`src/rtl/uart_link_pkg.sv`:
```
// Shared definitions for the UART link-layer controller: header layout,
// frame type codes, FSM state encodings and a header builder.
package uart_link_pkg;

  // Header byte field positions
  localparam int HDR_TYPE_HI = 7;
  localparam int HDR_TYPE_LO = 6;
  localparam int HDR_SRC_HI  = 5;
  localparam int HDR_SRC_LO  = 4;
  localparam int HDR_DST_HI  = 3;
  localparam int HDR_DST_LO  = 2;
  localparam int HDR_MRK_HI  = 1;
  localparam int HDR_MRK_LO  = 0;

  // Frame type codes and the fixed low-bit marker
  localparam logic [1:0] TYPE_DATA = 2'b01;
  localparam logic [1:0] TYPE_ACK  = 2'b10;
  localparam logic [1:0] MARKER    = 2'b11;

  typedef enum logic [2:0] {
    T_IDLE   = 3'd0,
    T_HDR    = 3'd1,
    T_HDR_W  = 3'd2,
    T_PAY    = 3'd3,
    T_PAY_W  = 3'd4,
    T_ACK_W  = 3'd5,
    T_AHDR   = 3'd6,
    T_AHDR_W = 3'd7
  } tx_state_e;

  typedef enum logic {
    R_IDLE = 1'b0,
    R_PAY  = 1'b1
  } rx_state_e;

  // Assemble a header byte from its fields
  function automatic logic [7:0] make_hdr(input logic [1:0] typ,
                                          input logic [1:0] src,
                                          input logic [1:0] dst);
    return {typ, src, dst, MARKER};
  endfunction

endpackage

```
`src/rtl/link_timeout_ctr.sv`:
```
// Saturating down-counter timeout. load presets TIMEOUT-1, en counts down,
// expired is high while the count sits at zero (it never wraps).
module link_timeout_ctr #(
  parameter int TIMEOUT = 16
) (
  input  logic clk,
  input  logic reset,
  input  logic load,
  input  logic en,
  output logic expired
);

  localparam int W = (TIMEOUT > 1) ? $clog2(TIMEOUT) : 1;
  localparam logic [W-1:0] LOAD_VAL = W'(TIMEOUT - 1);

  logic [W-1:0] cnt_q, cnt_d;

  // Next count: load wins, otherwise decrement until zero
  always_comb begin
    cnt_d = cnt_q;
    if (load) begin
      cnt_d = LOAD_VAL;
    end else if (en && (cnt_q != '0)) begin
      cnt_d = cnt_q - W'(1);
    end
  end

  // Count register
  always_ff @(posedge clk or negedge reset) begin
    if (!reset) begin
      cnt_q <= '0;
    end else begin
      cnt_q <= cnt_d;
    end
  end

  assign expired = (cnt_q == '0);

endmodule

```
`src/rtl/uart_link_ctrl.sv`:
```
// Link-layer controller: shares one uart_tx core between user DATA frames
// and automatic ACK replies, filters Rx frames by node ID, and retries
// unacknowledged sends.
//
// Byte-core handshakes: tx_start is a one-cycle load strobe with tx_data
// held until tx_busy falls; tx_busy is not trusted in the first cycle after
// tx_start because the core raises it one cycle late. rx_valid is a
// one-cycle strobe qualifying rx_data; there is no back-pressure on Rx.
module uart_link_ctrl
  import uart_link_pkg::*;
#(
  parameter int ACK_TIMEOUT  = 5_000_000,
  parameter int BYTE_TIMEOUT = 1_000_000,
  parameter int MAX_RETRY    = 3
) (
  input  logic       clk,
  input  logic       reset,
  input  logic [1:0] my_id,
  input  logic [1:0] dst_id,
  input  logic [7:0] tx_payload,
  input  logic       send_req,
  output logic       tx_start,
  output logic [7:0] tx_data,
  input  logic       tx_busy,
  input  logic       rx_valid,
  input  logic [7:0] rx_data,
  output logic [7:0] msg_data,
  output logic       msg_valid,
  output logic       ack_ok,
  output logic       err_nack,
  output logic       busy,
  output tx_state_e  dbg_tx_state,
  output rx_state_e  dbg_rx_state
);

  localparam int RCW = (MAX_RETRY > 0) ? $clog2(MAX_RETRY + 1) : 1;

  // Button synchronizer and edge detector
  logic sync1_q, sync1_d, sync2_q, sync2_d, sync3_q, sync3_d, press_q, press_d;

  // TX side
  tx_state_e    tx_state_q, tx_state_d;
  logic [7:0]   tx_data_q, tx_data_d;
  logic [1:0]   dst_lat_q, dst_lat_d;
  logic [7:0]   pay_lat_q, pay_lat_d;
  logic [RCW-1:0] retry_q, retry_d;
  logic         ack_ok_q, ack_ok_d;
  logic         err_nack_q, err_nack_d;
  logic         busy_q, busy_d;
  logic         ret_ackw_q, ret_ackw_d;   // ACK being sent was entered from T_ACK_W
  logic         got_ack_q, got_ack_d;     // matching ACK seen while our ACK was on the wire
  logic         w_first_q, w_first_d;     // first cycle of a *_W state
  logic         ack_take;
  logic         ack_load, ack_en, ack_exp;

  // RX side
  rx_state_e    rx_state_q, rx_state_d;
  logic [1:0]   rx_src_q, rx_src_d;
  logic [7:0]   msg_data_q, msg_data_d;
  logic         msg_valid_q, msg_valid_d;
  logic         ack_pending_q, ack_pending_d;
  logic [1:0]   ack_dst_q, ack_dst_d;
  logic         pay_accept;
  logic         byte_load, byte_en, byte_exp;

  // Header field decode
  logic [1:0] rx_type, rx_src, rx_dst, rx_mrk;
  logic       data_hit, ack_hit, w_done, in_ahdr;

  assign rx_type = rx_data[HDR_TYPE_HI:HDR_TYPE_LO];
  assign rx_src  = rx_data[HDR_SRC_HI:HDR_SRC_LO];
  assign rx_dst  = rx_data[HDR_DST_HI:HDR_DST_LO];
  assign rx_mrk  = rx_data[HDR_MRK_HI:HDR_MRK_LO];

  assign data_hit = rx_valid && (rx_state_q == R_IDLE) && (rx_type == TYPE_DATA) &&
                    (rx_mrk == MARKER) && (rx_dst == my_id);
  assign ack_hit  = rx_valid && (rx_state_q == R_IDLE) && (rx_type == TYPE_ACK) &&
                    (rx_mrk == MARKER) && (rx_dst == my_id) && (rx_src == dst_lat_q);

  assign tx_start = (tx_state_q == T_HDR) || (tx_state_q == T_PAY) || (tx_state_q == T_AHDR);
  assign w_done   = !w_first_q && !tx_busy;
  assign in_ahdr  = (tx_state_q == T_AHDR) || (tx_state_q == T_AHDR_W);
  assign ack_en   = (tx_state_q == T_ACK_W) || (ret_ackw_q && in_ahdr);
  assign byte_en  = (rx_state_q == R_PAY);

  link_timeout_ctr #(.TIMEOUT(ACK_TIMEOUT)) u_ack_tmr (
    .clk     (clk),
    .reset   (reset),
    .load    (ack_load),
    .en      (ack_en),
    .expired (ack_exp)
  );

  link_timeout_ctr #(.TIMEOUT(BYTE_TIMEOUT)) u_byte_tmr (
    .clk     (clk),
    .reset   (reset),
    .load    (byte_load),
    .en      (byte_en),
    .expired (byte_exp)
  );

  // Two-flop synchronizer followed by a registered rising-edge pulse
  always_comb begin
    sync1_d = send_req;
    sync2_d = sync1_q;
    sync3_d = sync2_q;
    press_d = sync2_q && !sync3_q;
  end

  // RX FSM: header filter, payload capture, byte timeout
  always_comb begin
    rx_state_d  = rx_state_q;
    rx_src_d    = rx_src_q;
    msg_data_d  = msg_data_q;
    msg_valid_d = 1'b0;
    byte_load   = 1'b0;
    pay_accept  = 1'b0;
    case (rx_state_q)
      R_IDLE: begin
        if (data_hit) begin
          rx_src_d   = rx_src;
          byte_load  = 1'b1;
          rx_state_d = R_PAY;
        end
      end
      R_PAY: begin
        if (rx_valid) begin
          msg_data_d  = rx_data;
          msg_valid_d = 1'b1;
          pay_accept  = 1'b1;
          rx_state_d  = R_IDLE;
        end else if (byte_exp) begin
          rx_state_d = R_IDLE;
        end
      end
      default: rx_state_d = R_IDLE;
    endcase
  end

  // Pending ACK: a newly accepted payload overrides the take-out by the TX FSM
  always_comb begin
    ack_pending_d = ack_pending_q;
    ack_dst_d     = ack_dst_q;
    if (ack_take) begin
      ack_pending_d = 1'b0;
    end
    if (pay_accept) begin
      ack_pending_d = 1'b1;
      ack_dst_d     = rx_src_q;
    end
  end

  // TX FSM: user send with retries, ACK replies with priority, return to entry state
  always_comb begin
    tx_state_d = tx_state_q;
    tx_data_d  = tx_data_q;
    dst_lat_d  = dst_lat_q;
    pay_lat_d  = pay_lat_q;
    retry_d    = retry_q;
    ack_ok_d   = ack_ok_q;
    err_nack_d = err_nack_q;
    busy_d     = busy_q;
    ret_ackw_d = ret_ackw_q;
    got_ack_d  = got_ack_q;
    w_first_d  = tx_start;
    ack_take   = 1'b0;
    ack_load   = 1'b0;
    case (tx_state_q)
      T_IDLE: begin
        if (ack_pending_q) begin
          ack_take   = 1'b1;
          ret_ackw_d = 1'b0;
          tx_data_d  = make_hdr(TYPE_ACK, my_id, ack_dst_q);
          tx_state_d = T_AHDR;
        end else if (press_q) begin
          dst_lat_d  = dst_id;
          pay_lat_d  = tx_payload;
          ack_ok_d   = 1'b0;
          err_nack_d = 1'b0;
          retry_d    = '0;
          busy_d     = 1'b1;
          tx_data_d  = make_hdr(TYPE_DATA, my_id, dst_id);
          tx_state_d = T_HDR;
        end
      end
      T_HDR:   tx_state_d = T_HDR_W;
      T_HDR_W: begin
        if (w_done) begin
          tx_data_d  = pay_lat_q;
          tx_state_d = T_PAY;
        end
      end
      T_PAY:   tx_state_d = T_PAY_W;
      T_PAY_W: begin
        if (w_done) begin
          ack_load   = 1'b1;
          got_ack_d  = 1'b0;
          tx_state_d = T_ACK_W;
        end
      end
      T_ACK_W: begin
        if (ack_hit || got_ack_q) begin
          ack_ok_d   = 1'b1;
          busy_d     = 1'b0;
          got_ack_d  = 1'b0;
          tx_state_d = T_IDLE;
        end else if (ack_pending_q) begin
          ack_take   = 1'b1;
          ret_ackw_d = 1'b1;
          tx_data_d  = make_hdr(TYPE_ACK, my_id, ack_dst_q);
          tx_state_d = T_AHDR;
        end else if (ack_exp) begin
          if (retry_q < RCW'(MAX_RETRY)) begin
            retry_d    = retry_q + RCW'(1);
            tx_data_d  = make_hdr(TYPE_DATA, my_id, dst_lat_q);
            tx_state_d = T_HDR;
          end else begin
            err_nack_d = 1'b1;
            busy_d     = 1'b0;
            tx_state_d = T_IDLE;
          end
        end
      end
      T_AHDR:   tx_state_d = T_AHDR_W;
      T_AHDR_W: begin
        if (w_done) begin
          tx_state_d = ret_ackw_q ? T_ACK_W : T_IDLE;
        end
      end
      default: tx_state_d = T_IDLE;
    endcase
    if (ack_hit && ret_ackw_q && in_ahdr) begin
      got_ack_d = 1'b1;
    end
  end

  // State and output registers, all cleared by the asynchronous reset
  always_ff @(posedge clk or negedge reset) begin
    if (!reset) begin
      sync1_q       <= 1'b0;
      sync2_q       <= 1'b0;
      sync3_q       <= 1'b0;
      press_q       <= 1'b0;
      tx_state_q    <= T_IDLE;
      tx_data_q     <= '0;
      dst_lat_q     <= '0;
      pay_lat_q     <= '0;
      retry_q       <= '0;
      ack_ok_q      <= 1'b0;
      err_nack_q    <= 1'b0;
      busy_q        <= 1'b0;
      ret_ackw_q    <= 1'b0;
      got_ack_q     <= 1'b0;
      w_first_q     <= 1'b0;
      rx_state_q    <= R_IDLE;
      rx_src_q      <= '0;
      msg_data_q    <= '0;
      msg_valid_q   <= 1'b0;
      ack_pending_q <= 1'b0;
      ack_dst_q     <= '0;
    end else begin
      sync1_q       <= sync1_d;
      sync2_q       <= sync2_d;
      sync3_q       <= sync3_d;
      press_q       <= press_d;
      tx_state_q    <= tx_state_d;
      tx_data_q     <= tx_data_d;
      dst_lat_q     <= dst_lat_d;
      pay_lat_q     <= pay_lat_d;
      retry_q       <= retry_d;
      ack_ok_q      <= ack_ok_d;
      err_nack_q    <= err_nack_d;
      busy_q        <= busy_d;
      ret_ackw_q    <= ret_ackw_d;
      got_ack_q     <= got_ack_d;
      w_first_q     <= w_first_d;
      rx_state_q    <= rx_state_d;
      rx_src_q      <= rx_src_d;
      msg_data_q    <= msg_data_d;
      msg_valid_q   <= msg_valid_d;
      ack_pending_q <= ack_pending_d;
      ack_dst_q     <= ack_dst_d;
    end
  end

  assign tx_data      = tx_data_q;
  assign msg_data     = msg_data_q;
  assign msg_valid    = msg_valid_q;
  assign ack_ok       = ack_ok_q;
  assign err_nack     = err_nack_q;
  assign busy         = busy_q;
  assign dbg_tx_state = tx_state_q;
  assign dbg_rx_state = rx_state_q;

endmodule

```
`config.mk`:
```
export PLATFORM = sky130hd
export DESIGN_NAME = uart_link_ctrl
export DESIGN_NICKNAME = d
export VERILOG_FILES = /design/src/rtl/uart_link_pkg.sv /design/src/rtl/link_timeout_ctr.sv /design/src/rtl/uart_link_ctrl.sv
export SDC_FILE = /design/constraint.sdc
export NUM_CORES = 1
export LEC_CHECK = 0
export ABC_AREA = 0
export CAP_MARGIN = 10
export CORE_MARGIN = 1
export CORE_UTILIZATION = 55
export CTS_BUF_LIST = sky130_fd_sc_hd__clkbuf_16
export CTS_CLUSTER_SIZE = 30
export DETAILED_ROUTE_END_ITERATION = 7
export GPL_ROUTABILITY_DRIVEN = 0
export GPL_TIMING_DRIVEN = 0
export PLACE_DENSITY = 0.78
export SLEW_MARGIN = 20
export SYNTH_ARGS = -nofsm -noshare
export SYNTH_HDL_FRONTEND = slang
export SYNTH_SLANG_ARGS = --single-unit
```
`constraint.sdc`:
```
create_clock -name clk -period 3.3 [get_ports clk]
set_input_delay 0.33 -clock clk [delete_from_list [all_inputs] [get_ports clk]]
set_output_delay 0.33 -clock clk [all_outputs]
set_load 0.02 [all_outputs]
```
==> impl_metrics.py <==
metrics = {
    "timing": {
        "post-route-period-util": 0.833,
        "post-route-min-period_ns": 2.75,
        "setup_viol": 0,
        "tightest_slew_ns": 0.743,
        "maxSlewViolCount": 0,
        "hold_violations": 0,
        "fmax_ghz": 0.364,
        "max_slew_margin": 0.500,
        "finalSetupTns_ns": 0,
        "rsz0062_at_grt": "no",
        "finalClockSkew_ns": 0.0101,
    },
    "clock_network": {
        "post_cts_resized": 0,
        "cts_max_level": 3,
        "root_buffer": "clkbuf_16",
        "cts_buffer_depth": 2,
        "clkTransAtPathRegs_ns": 0.07,
        "clock-sinks": 91,
        "numCtsBuffers": 9,
        "cts_tree": "done",
        "clkLatencyLatePin_ns": 0.35,
        "postCtsSetupBuffers": 0,
    },
    "detailed_routing": {
        "drt-vias-per-instance": 6.04,
        "drc": 0,
        "antenna_left": 0,
        "drt-pass1-iter-count": 5,
        "drt_wl_total_um": 10100,
        "wire_per_inst_um": 16.7,
        "first_iter_violations": 194,
        "num_vias": 3658,
    },
    "power_and_ir_drop": {
        "power_frac_comb": 0.348,
        "powerDensity_nw_per_um2": 736,
        "switchingPower_mw": 1.47,
        "clockPowerShare": 0.244,
        "p_leak_nw": 2.13,
        "peakVddDrop_v": 0.000480,
        "p_int_mw": 2.57,
        "seq_power_share": 0.407,
        "finalPower_mw": 4.04,
        "sw_frac_of_total": 0.364,
    },
    "finish": {
        "nFillCells": 558,
        "nets": 529,
        "fin_cells": 606,
        "syn2layout_area_growth_pct": 20.6,
        "n_antenna_cell": 0,
        "drive_gt1_frac": 0.129,
        "post-route-util": 0.697,
    },
    "setup_path": {
        "cp.required_ns": 2.97,
        "crit_path_cell_trace": "clkbuf_1 -> clkbuf_1 -> nand2_1 -> mux2i_1 -> clkdlybuf4s50_1",
        "crit_slowest_cell": "clkdlybuf4s50_1",
        "critPathMaxStageDelay_ns": 0.65,
        "worstSetupPathType": "register to output pin",
        "crit_family": "buffers and inverters",
        "critPathLaunchType": "register",
        "worstPathMaxFanout": 10,
        "critPathBufInv": 3,
        "cpMostUsedCell": "clkbuf_1",
        "crit_arrival_ns": 2.42,
        "critPathCaptureType": "output pin",
    },
    "global_route": {
        "grt_remaining_overflow": 0,
        "grt_pass1_wl_um": 17000,
        "grt_max_degree": 72,
        "antenna_found_initial": 0,
        "track_usage": 0.250,
        "grt_pass1_vias": 3515,
    },
    "die": {
        "ios": 50,
        "start_util": 0.578,
        "rows": 32,
        "dieHeight_um": 93.0,
        "fp.dieW_um": 93.0,
        "core_um2": 7890,
        "die_area_um2": 8660,
    },
    "synthesis": {
        "synth.avg_cell_area_um2": 10.4,
        "synth-main-ff-cell": "dfrtp_1",
        "synthArstFlopShare": 1.00,
        "ys_ff_latch": 91,
        "synth_edf_count": 0,
        "yosysWarnings": 0,
        "yosysSeqAreaShare": 0.500,
        "synth_cells": 437,
        "synth_nets": 467,
        "synth_area_um2": 4560,
        "synthDistinctLibCells": 63,
    },
    "outcome": {
        "status": "completed",
    },
    "hold_path": {
        "min_path_type": "register to register",
    },
    "placement": {
        "place_inst": 589,
        "dp_hpwl_um": 6940,
        "io_buffer_count": 49,
    },
    "run": {
        "drv_cap": 0,
    },
}
==> power by group through the flow <==
stage | registers (mW) | clock network (mW) | logic, mW
3_5_place_dp | 1.66 | 0 | 1.39
3_3_place_gp | 1.65 | 0 | 1.35
2_1_floorplan | 1.74 | 0 | 0.777
5_1_grt | 1.69 | 1.04 | 1.53
4_1_cts | 1.65 | 0.997 | 1.41
6_report | 1.65 | 0.988 | 1.41
==> per-stage QoR <==
step	setup WS, ns	hold WS, ns	cell area (µm²)
2_1_floorplan	0.914	0.0344	4560
3_3_place_gp	-1.42	0.332	5180
3_5_place_dp	0.661	0.195	5200
4_1_cts	0.574	0.347	5500
5_1_grt	0.408	0.365	5500
6_report	0.551	0.344	5500
==> final timing paths <==
| check | start | end | slack [ns] | depth (start not counted) |
|---|---|---|---|---|
| setup / recovery | dbg_tx_state[2] | tx_start | 0.55 | 5 |
| hold / removal | sync1_q | sync2_q | 0.34 | 0 |
| setup reg to reg | u_ack_tmr.cnt_q[17] | tx_data[5] | 0.63 | 5 |
| hold reg to reg | sync1_q | sync2_q | 0.34 | 0 |
| max in group asynchronous | reset | dst_lat_q[1] | 2.29 | 3 |
| min in group asynchronous | reset | u_ack_tmr.cnt_q[13] | 0.39 | 2 |
==> layout by cell type, fill, tap and decap left out, types with 12 or more instances in the layout <==
cell type and count:
a21oi_1 16, inv_1 12, nand2_1 47, dfrtp_1 91, clkbuf_1 18, or4_1 12, nor4_1 12, nand3_1 13
clkdlybuf4s50_1 48, nor3_1 13, mux2_2 27, nor2_1 30
==> worst register-to-register path, cell delays in order, from the launching register on <==
cell	delay (ns)
dfrtp_1	0.44
or4_4	0.55
nor4b_4	0.42
a41oi_2	0.23
o31ai_4	0.53
mux2_2	0.40
==> registers in the layout, summed over array words and instances, names as in the netlist, 2 cells and up <==
| signal | flops |
|---|---|
| msg_data | 8 |
| u_ack_tmr.cnt_q | 23 |
| rx_src_q | 2 |
| dbg_tx_state | 3 |
| dst_lat_q | 2 |
| retry_q | 2 |
| tx_data | 8 |
| pay_lat_q | 8 |
| u_byte_tmr.cnt_q | 20 |
| ack_dst_q | 2 |
==> repair_timing <==
item | CTS | global route
endpoints found under the hold margin | 20 | 0
setup endpoints to repair | 0 | 0
hold buffers | 1 | 0
==> layout make-up <==
type                    count  area, µm²  share of cell area
clock buffers               9        225              0.0410
well taps                 102        128              0.0232
plain buffers              20       80.1              0.0146
flip-flops and latches     91       2280               0.414
clock inverters             7       57.6              0.0105
inverters                  12       45.0             0.00819
multi-input cells         314       2160               0.392
repair buffers             51        529              0.0963
==> routing by layer <==
metal / up-vias / wire [µm] / global-route usage
li1: 1747 / - / -
met1: 1801 / 4760 / 0.347
met2: 96 / 4750 / 0.396
met3: 14 / 437 / 0.0407
met4: 0 / 159 / 0.0949
met5: - / 0 / 0
==> synth_stat cells, types with 6 or more instances <==
cell / count / share of area
nor3_1: 13 / 0.014
or4_1: 12 / 0.020
dfrtp_1: 91 / 0.50
or3_1: 11 / 0.015
nand3_1: 13 / 0.014
nand2_1: 47 / 0.039
nand2b_1: 6 / 0.0082
clkbuf_1: 18 / 0.015
a21oi_1: 16 / 0.018
mux2_2: 27 / 0.067
o31ai_1: 7 / 0.012
nor4_1: 12 / 0.016
inv_1: 12 / 0.0099
xnor2_1: 10 / 0.019
o311ai_0: 6 / 0.012
o21ai_0: 11 / 0.012
nor2_1: 30 / 0.025
mux2i_1: 8 / 0.018
==> logic make-up (layout without fill, tap and decap cells) <==
group,after synthesis,in the layout,synth area share
mux,35,35,0.0843
simple gates,181,181,0.220
xor+xnor,15,15,0.0288
compound gates,78,78,0.126
fa+ha+maj,5,5,0.0137
buf+inv,32,99,0.0274
flops,91,91,0.500
No activity file was read; power rests on OpenSTA's default activity.
